**src/rtl/calculator_pkg.sv**
```systemverilog
// -----------------------------------------------------------------------------
// calculator_pkg
//   Shared type definitions for the lane calculator controller and its bench.
//   mode_e  : operation selected at job start (2'b11 behaves like add).
//   state_t : controller FSM states, also exported on the debug state port.
// -----------------------------------------------------------------------------
package calculator_pkg;

    typedef enum logic [1:0] {
        MODE_ADD     = 2'b00,
        MODE_SUB     = 2'b01,
        MODE_SAT_ADD = 2'b10,
        MODE_ADD_ALT = 2'b11
    } mode_e;

    typedef enum logic [2:0] {
        S_IDLE  = 3'd0,
        S_RD_A  = 3'd1,
        S_RD_B  = 3'd2,
        S_EXEC  = 3'd3,
        S_WRITE = 3'd4,
        S_DONE  = 3'd5
    } state_t;

endpackage : calculator_pkg

```
**src/rtl/lane_packer.sv**
```systemverilog
// -----------------------------------------------------------------------------
// lane_packer
//   Collects DATA_W-bit results into one LANES-wide memory word. Each push
//   writes the current lane and advances the lane index; clear zeroes every
//   lane so a partially filled word carries zeros in its unused lanes.
// Ports
//   clk_i, rst_ni : clock, asynchronous active-low reset
//   clear_i       : zero all lanes and rewind the lane index
//   push_i        : write data_i into the current lane
//   data_i        : result to store
//   word_o        : packed word, lane k at [k*DATA_W +: DATA_W]
//   full_o        : the current lane is the last one (next push fills the word)
// -----------------------------------------------------------------------------
module lane_packer #(
    parameter int DATA_W = 32,
    parameter int LANES  = 2
) (
    input  logic                      clk_i,
    input  logic                      rst_ni,
    input  logic                      clear_i,
    input  logic                      push_i,
    input  logic [DATA_W-1:0]         data_i,
    output logic [DATA_W*LANES-1:0]   word_o,
    output logic                      full_o
);

    localparam int IDX_W = (LANES > 1) ? $clog2(LANES) : 1;
    localparam logic [IDX_W-1:0] LAST_IDX = IDX_W'(LANES - 1);

    logic [LANES-1:0][DATA_W-1:0] lanes_q, lanes_d;
    logic [IDX_W-1:0]             idx_q, idx_d;

    always_comb begin
        lanes_d = lanes_q;
        idx_d   = idx_q;
        if (clear_i) begin
            lanes_d = '0;
            idx_d   = '0;
        end else if (push_i) begin
            lanes_d[idx_q] = data_i;
            // The index parks on the last lane; the controller always clears
            // (on write acceptance) before pushing into a new word.
            if (idx_q != LAST_IDX) begin
                idx_d = idx_q + IDX_W'(1);
            end
        end
    end

    always_ff @(posedge clk_i or negedge rst_ni) begin
        if (!rst_ni) begin
            lanes_q <= '0;
            idx_q   <= '0;
        end else begin
            lanes_q <= lanes_d;
            idx_q   <= idx_d;
        end
    end

    assign word_o = lanes_q;
    assign full_o = (idx_q == LAST_IDX);

endmodule : lane_packer

```
**src/rtl/lane_calc_ctrl.sv**
```systemverilog
// -----------------------------------------------------------------------------
// lane_calc_ctrl
//   Reads operand pairs from an inclusive read address range, combines each
//   pair (add / sub / unsigned saturating add), packs LANES results per memory
//   word and writes the words to an inclusive write address range.
// Ports
//   clk_i, rst_ni                       : clock, asynchronous active-low reset
//   start_i, mode_i                     : job start (IDLE only) and operation
//   read_start/end_addr_i               : inclusive operand range (latched)
//   write_start/end_addr_i              : inclusive result range (latched)
//   rd_req_o, rd_addr_o, rd_valid_i, rd_data_i : read port
//   wr_req_o, wr_addr_o, wr_data_o, wr_ready_i : write port
//   busy_o, done_o, ovf_o               : job status
//   state_o                             : FSM state for observation
//
// Handshake: a request (rd_req_o / wr_req_o) is raised with its address and
// data held constant until the matching response (rd_valid_i / wr_ready_i) is
// seen high at a rising edge; that edge completes the transfer and the request
// may drop or move on in the next cycle. A response without a request is
// ignored. Read and write requests are never raised together.
// -----------------------------------------------------------------------------
module lane_calc_ctrl
    import calculator_pkg::*;
#(
    parameter int DATA_W = 32,
    parameter int LANES  = 2,
    parameter int ADDR_W = 10
) (
    input  logic                      clk_i,
    input  logic                      rst_ni,
    input  logic                      start_i,
    input  logic [1:0]                mode_i,
    input  logic [ADDR_W-1:0]         read_start_addr_i,
    input  logic [ADDR_W-1:0]         read_end_addr_i,
    input  logic [ADDR_W-1:0]         write_start_addr_i,
    input  logic [ADDR_W-1:0]         write_end_addr_i,
    output logic                      rd_req_o,
    output logic [ADDR_W-1:0]         rd_addr_o,
    input  logic                      rd_valid_i,
    input  logic [DATA_W*LANES-1:0]   rd_data_i,
    output logic                      wr_req_o,
    output logic [ADDR_W-1:0]         wr_addr_o,
    output logic [DATA_W*LANES-1:0]   wr_data_o,
    input  logic                      wr_ready_i,
    output logic                      busy_o,
    output logic                      done_o,
    output logic                      ovf_o,
    output state_t                    state_o
);

    localparam int MEM_W = DATA_W * LANES;
    // One extra bit so a pointer can step past 2^ADDR_W-1 without wrapping.
    localparam int PTR_W = ADDR_W + 1;

    state_t            state_q, state_d;
    mode_e             mode_q, mode_d;
    logic [PTR_W-1:0]  rd_ptr_q, rd_ptr_d;
    logic [PTR_W-1:0]  rd_end_q, rd_end_d;
    logic [PTR_W-1:0]  wr_ptr_q, wr_ptr_d;
    logic [PTR_W-1:0]  wr_end_q, wr_end_d;
    logic [DATA_W-1:0] a_q, a_d;
    logic [DATA_W-1:0] b_q, b_d;
    logic              ovf_q, ovf_d;

    logic              rd_req, wr_req;
    logic              pack_clear, pack_push, pack_full;
    logic [MEM_W-1:0]  pack_word;
    logic              rd_exhausted;

    logic [DATA_W:0]   sum_w, diff_w;
    logic [DATA_W-1:0] alu_res;
    logic              alu_ovf;

    // Reads are exhausted once the pointer has stepped past the end address.
    assign rd_exhausted = (rd_ptr_q > rd_end_q);

    // ALU: the extra top bit is the carry for add and the borrow for sub.
    assign sum_w  = {1'b0, a_q} + {1'b0, b_q};
    assign diff_w = {1'b0, a_q} - {1'b0, b_q};

    always_comb begin
        alu_res = sum_w[DATA_W-1:0];
        alu_ovf = sum_w[DATA_W];
        case (mode_q)
            MODE_SUB: begin
                alu_res = diff_w[DATA_W-1:0];
                alu_ovf = diff_w[DATA_W];
            end
            MODE_SAT_ADD: begin
                if (sum_w[DATA_W]) begin
                    alu_res = '1;
                end
            end
            default: ;
        endcase
    end

    always_comb begin
        state_d    = state_q;
        mode_d     = mode_q;
        rd_ptr_d   = rd_ptr_q;
        rd_end_d   = rd_end_q;
        wr_ptr_d   = wr_ptr_q;
        wr_end_d   = wr_end_q;
        a_d        = a_q;
        b_d        = b_q;
        ovf_d      = ovf_q;
        rd_req     = 1'b0;
        wr_req     = 1'b0;
        pack_clear = 1'b0;
        pack_push  = 1'b0;

        case (state_q)
            S_IDLE: begin
                if (start_i) begin
                    mode_d     = mode_e'(mode_i);
                    rd_ptr_d   = {1'b0, read_start_addr_i};
                    rd_end_d   = {1'b0, read_end_addr_i};
                    wr_ptr_d   = {1'b0, write_start_addr_i};
                    wr_end_d   = {1'b0, write_end_addr_i};
                    ovf_d      = 1'b0;
                    pack_clear = 1'b1;
                    // An empty range on either side finishes without memory access.
                    if ((read_start_addr_i > read_end_addr_i) ||
                        (write_start_addr_i > write_end_addr_i)) begin
                        state_d = S_DONE;
                    end else begin
                        state_d = S_RD_A;
                    end
                end
            end

            S_RD_A: begin
                rd_req = 1'b1;
                if (rd_valid_i) begin
                    a_d      = rd_data_i[DATA_W-1:0];
                    rd_ptr_d = rd_ptr_q + PTR_W'(1);
                    state_d  = S_RD_B;
                end
            end

            S_RD_B: begin
                if (rd_exhausted) begin
                    // Odd operand count: the last a pairs with zero.
                    b_d     = '0;
                    state_d = S_EXEC;
                end else begin
                    rd_req = 1'b1;
                    if (rd_valid_i) begin
                        b_d      = rd_data_i[DATA_W-1:0];
                        rd_ptr_d = rd_ptr_q + PTR_W'(1);
                        state_d  = S_EXEC;
                    end
                end
            end

            S_EXEC: begin
                pack_push = 1'b1;
                ovf_d     = ovf_q | alu_ovf;
                if (pack_full || rd_exhausted) begin
                    state_d = S_WRITE;
                end else begin
                    state_d = S_RD_A;
                end
            end

            S_WRITE: begin
                wr_req = 1'b1;
                if (wr_ready_i) begin
                    wr_ptr_d   = wr_ptr_q + PTR_W'(1);
                    pack_clear = 1'b1;
                    if ((wr_ptr_q == wr_end_q) || rd_exhausted) begin
                        state_d = S_DONE;
                    end else begin
                        state_d = S_RD_A;
                    end
                end
            end

            S_DONE: begin
                state_d = S_IDLE;
            end

            default: begin
                state_d = S_IDLE;
            end
        endcase
    end

    always_ff @(posedge clk_i or negedge rst_ni) begin
        if (!rst_ni) begin
            state_q  <= S_IDLE;
            mode_q   <= MODE_ADD;
            rd_ptr_q <= '0;
            rd_end_q <= '0;
            wr_ptr_q <= '0;
            wr_end_q <= '0;
            a_q      <= '0;
            b_q      <= '0;
            ovf_q    <= 1'b0;
        end else begin
            state_q  <= state_d;
            mode_q   <= mode_d;
            rd_ptr_q <= rd_ptr_d;
            rd_end_q <= rd_end_d;
            wr_ptr_q <= wr_ptr_d;
            wr_end_q <= wr_end_d;
            a_q      <= a_d;
            b_q      <= b_d;
            ovf_q    <= ovf_d;
        end
    end

    lane_packer #(
        .DATA_W (DATA_W),
        .LANES  (LANES)
    ) u_packer (
        .clk_i   (clk_i),
        .rst_ni  (rst_ni),
        .clear_i (pack_clear),
        .push_i  (pack_push),
        .data_i  (alu_res),
        .word_o  (pack_word),
        .full_o  (pack_full)
    );

    // Address/data buses are zero whenever their request is low so that an
    // idle or reset interface presents all-zero outputs.
    assign rd_req_o  = rd_req;
    assign rd_addr_o = rd_req ? rd_ptr_q[ADDR_W-1:0] : '0;
    assign wr_req_o  = wr_req;
    assign wr_addr_o = wr_req ? wr_ptr_q[ADDR_W-1:0] : '0;
    assign wr_data_o = wr_req ? pack_word : '0;
    assign busy_o    = (state_q != S_IDLE);
    assign done_o    = (state_q == S_DONE);
    assign ovf_o     = ovf_q;
    assign state_o   = state_q;

    // Only the low lane of a read word carries an operand.
    if (LANES > 1) begin : g_rd_upper
        logic unused_rd_upper;
        assign unused_rd_upper = ^rd_data_i[MEM_W-1:DATA_W];
    end

endmodule : lane_calc_ctrl

```
**config.mk**
```make
export PLATFORM = sky130hd
export DESIGN_NAME = lane_calc_ctrl
export DESIGN_NICKNAME = d
export VERILOG_FILES = /design/src/rtl/calculator_pkg.sv /design/src/rtl/lane_packer.sv /design/src/rtl/lane_calc_ctrl.sv
export SDC_FILE = /design/constraint.sdc
export NUM_CORES = 1
export LEC_CHECK = 0
export CAP_MARGIN = 20
export CORE_MARGIN = 2
export CORE_UTILIZATION = 40
export DETAILED_ROUTE_END_ITERATION = 7
export GPL_TIMING_DRIVEN = 0
export SLEW_MARGIN = 30
export SYNTH_ARGS = -nofsm -noshare
export SYNTH_HDL_FRONTEND = slang
export SYNTH_SLANG_ARGS = --single-unit
export TNS_END_PERCENT = 5
```
**constraint.sdc**
```tcl
create_clock -name clk_i -period 3.2 [get_ports clk_i]
set_input_delay 0.64 -clock clk_i [delete_from_list [all_inputs] [get_ports clk_i]]
set_output_delay 0.64 -clock clk_i [all_outputs]
set_load 0.02 [all_outputs]
```
==> results.json <==
{
  "outcome": "complete, but fails checks",
  "violations": "negative setup slack",
  "die_w_microns": 183.2,
  "netSwitchingPower_mw": 9.520,
  "final_util": 0.5192,
  "via_per_inst": 5.904,
  "num_rows": 65,
  "die-area_sq_mm": 0.03357,
  "drive_gt1_frac": 0.1293,
  "pin_count": 203,
  "wl_met3_mm": 2.808,
  "wl_per_cell_microns": 20.95,
  "ys_types": 80,
  "portBuffers": 170,
  "dp.cells": 2094,
  "syn_nets": 1730,
  "grt_pass1_wl_mm": 69.39,
  "initial_core_util": 0.4072,
  "r2r_setup_slack_ns": -0.11,
  "yosys.area.top_type_share": 0.3447,
  "overflow": 0,
  "ys_top_cells_by_area": "dfrtp_1, ha_1, a21oi_1, and3_1, o21ai_0",
  "power_frac_comb": 0.674,
  "cp_max_fo": 5,
  "cap_violations": 0,
  "syn_to_final_growth_pct": 27.50,
  "finalHoldViolations": 0,
  "fin_cells": 2135,
  "fmax_mhz": 298.0,
  "synth-edff-count": 0,
  "tightest_slew_ns": 0.8496,
  "crit_required_ns": 2.56,
  "hpwlAfterDp_mm": 34.56,
  "routed.top_layer": "met4",
  "clk_latency_ns": 0.46,
  "fillers": 3035,
  "synth_area_sq_mm": 0.01285,
  "end_kind": "output pin",
  "yosys_warnings": 0,
  "drt_iter0_drc": 1178,
  "powerDensity_mw_per_mm2": 1122,
  "fin_crit_ns": 3.355,
  "power.internal_mw": 8.853,
  "wirelength_mm": 44.73,
  "dpl_cell_area_sq_mm": 0.01513,
  "path_clk_slew_ns": 0.07,
  "clockBufferDepth": 2,
  "cts_sinks": 177,
  "hold_buffers": 0,
  "pwr-share-clk": 0.118,
  "rsz0062_at_grt": "true",
  "core_area_sq_mm": 0.03156,
  "slew_violations": 0,
  "final.period_utilization": 1.049,
  "grt_pass1_vias": 12256,
  "slew_headroom": 0.4293,
  "fp.dieH_microns": 183.2,
  "finalNetCount": 1931,
  "seq_power_share": 0.209,
  "antenna_left": 0,
  "async_flop_share": 1.000,
  "htree_num_levels": 4,
  "vias": 12606,
  "antenna_found_initial": 0,
  "finalSetupViolCount": 14,
  "path_class": "reg -> out",
  "holdCritPathClass": "in -> async",
  "ys_ff_latch": 177,
  "yosysTopAreaCell": "dfrtp_1",
  "clock_skew_ns": 0.01795,
  "tritoncts": "yes",
  "swShare": 0.5182,
  "startpoint_type": "register",
  "power.total_mw": 18.37,
  "numCtsBuffers": 17,
  "wl_met1_mm": 20.04,
  "irDropWorstVdd_mv": 0.4542,
  "grt_max_degree": 79,
  "ys_seq_area_frac": 0.3447,
  "critPathArrivalTime_ns": 2.72,
  "dr.pass1.iters": 6,
  "drc": 0,
  "grt_use_total": 0.2657,
  "p_leak_nw": 7.892,
  "synthFlopType": "dfrtp_1",
  "diodes": 0,
  "syn_area_per_cell_sq_um": 8.459,
  "setup_ws_ns": -0.1553,
  "routed-wl-met2_mm": 20.72,
  "final_area_sq_mm": 0.01638,
  "syn_inst": 1519,
  "gp_congestion": 0.9445,
  "root_buffer": "clkbuf_16"
}
sequential cells by signal (all words and copies together), names as in the netlist:
signal / cells
state_o: 3
b_q: 32
u_packer.full_o: 1
wr_ptr_q: 11
mode_q: 2
u_packer.word_o: 64
ovf_o: 1
rd_ptr_q: 11
rd_end_q: 10
a_q: 32
wr_end_q: 10
cell usage after synthesis, types with 3 or more instances:
cell type    n
a311oi_1     3
ha_1        98
o22ai_1     16
o2bb2ai_1   10
xnor2_1      8
a221o_1     13
a31oi_1      7
nor3_1      25
o31a_1       5
o21bai_1     9
o21ai_1     43
a211oi_1     9
a211o_1      6
xor2_1      12
o21ai_0     88
and3_1      78
o21a_1       8
mux2_2      30
o211ai_1    15
nand3_1     83
o41ai_1      3
inv_1      107
nand4_1     24
or3_1        5
o31ai_1     10
dfrtp_1    177
mux2i_1      7
nand2b_1    18
and2_1      17
clkbuf_1    85
nand2_1    117
or2_2        6
buf_2       13
buf_4        3
nor2_1      79
a22o_1      33
a221oi_1     6
nor2b_1     20
o211a_1      3
nor4_1      11
a21oi_1    128
o221ai_1    12
a21o_1      19
power groups by stage:
stage	Combinational, mW	Sequential, mW	Clock [mW]
after floorplan	7.60	3.63	0
after global placement	10.9	3.83	0
after detailed placement	11.0	3.85	0
after CTS	11.9	3.81	2.20
after global routing	13.5	3.95	2.29
final	12.4	3.84	2.16
metrics by stage:
| step | setup TNS [ns] | hold WS (ns) | worst slack, ns |
|---|---|---|---|
| CTS | -2.792 | 0.03871 | -0.1698 |
| global placement | -1171.19 | 0.4746 | -6.130 |
| finish | -1.774 | 0.04458 | -0.1553 |
| detailed placement | -64.70 | 0.4871 | -0.7392 |
| global route | -5.566 | 0.05272 | -0.2313 |
| floorplan | 0 | 0.3444 | 0.1200 |
kinds of logic after synthesis:
kind of cell | after synthesis | share of synthesized area
buffers and inverters | 211 | 0.06495
flip-flops | 177 | 0.3447
XOR/XNOR | 20 | 0.01363
multiplexers | 37 | 0.03175
AO/OA/AOI/OAI | 479 | 0.2503
adder cells (fa/ha/maj) | 100 | 0.09855
AND/OR/NAND/NOR | 495 | 0.1961
placed cells by master (no fill, tap or decap), types with 21 or more instances in the layout:
| cell | instances |
|---|---|
| nor3_1 | 21 |
| ha_1 | 93 |
| nand2_1 | 116 |
| clkdlybuf4s50_1 | 122 |
| a21oi_1 | 110 |
| clkbuf_1 | 65 |
| dlymetal6s2s_1 | 35 |
| nor2_1 | 76 |
| and3_1 | 78 |
| dfrtp_1 | 169 |
| nand4_1 | 24 |
| inv_1 | 105 |
| o21ai_0 | 87 |
| a22o_1 | 33 |
| o21ai_1 | 43 |
| nand3_1 | 82 |
| mux2_2 | 30 |
worst max-delay path: stages, from the launching register on:
cell and delay [ns]:
dfrtp_2 0.44, ha_4 0.22, a21o_1 0.16, a21o_1 0.16
a211oi_2 0.26, o211ai_1 0.12, and2_4 0.16, o21a_1 0.19
nor2_4 0.16, buf_8 0.14, and2_4 0.14, buf_6 0.11
timing repair:
action,4_1_cts,5_1_grt
setup buffers,11,0
gates resized for setup,159,70
pin swaps,25,11
gates cloned,1,0
endpoints found under the setup margin,195,161
final timing paths:
kind,from,end,cells past startpoint
hold reg to reg,u_packer.word_o[49],u_packer.word_o[49],2
min in group clk_i,u_packer.word_o[49],u_packer.word_o[49],2
max in group asynchronous,rst_ni,a_q[22],2
setup reg to reg,b_q[16],u_packer.word_o[30],11
hold / removal,rst_ni,rd_end_q[4],1
setup / recovery,rd_ptr_q[2],rd_addr_o[7],11
cell type report:
type / count / area [sq um] / share of cell area
buffer: 101 / 490.5 / 0.02994
clock buffer: 18 / 429.2 / 0.02620
clock inverter: 14 / 153.9 / 0.009394
inverter: 107 / 401.6 / 0.02452
multi-input combinational: 1131 / 8004 / 0.4886
sequential: 177 / 4439 / 0.2710
tap: 402 / 503.0 / 0.03070
timing repair buffer: 185 / 1961 / 0.1197
per-layer routing:
layer  vias up  GRT usage
li1       5921          -
met1      6111     0.3577
met2       498     0.4365
met3        76    0.04130
met4         0    0.08992
met5         -          0
No activity file was read; power rests on OpenSTA's default activity.
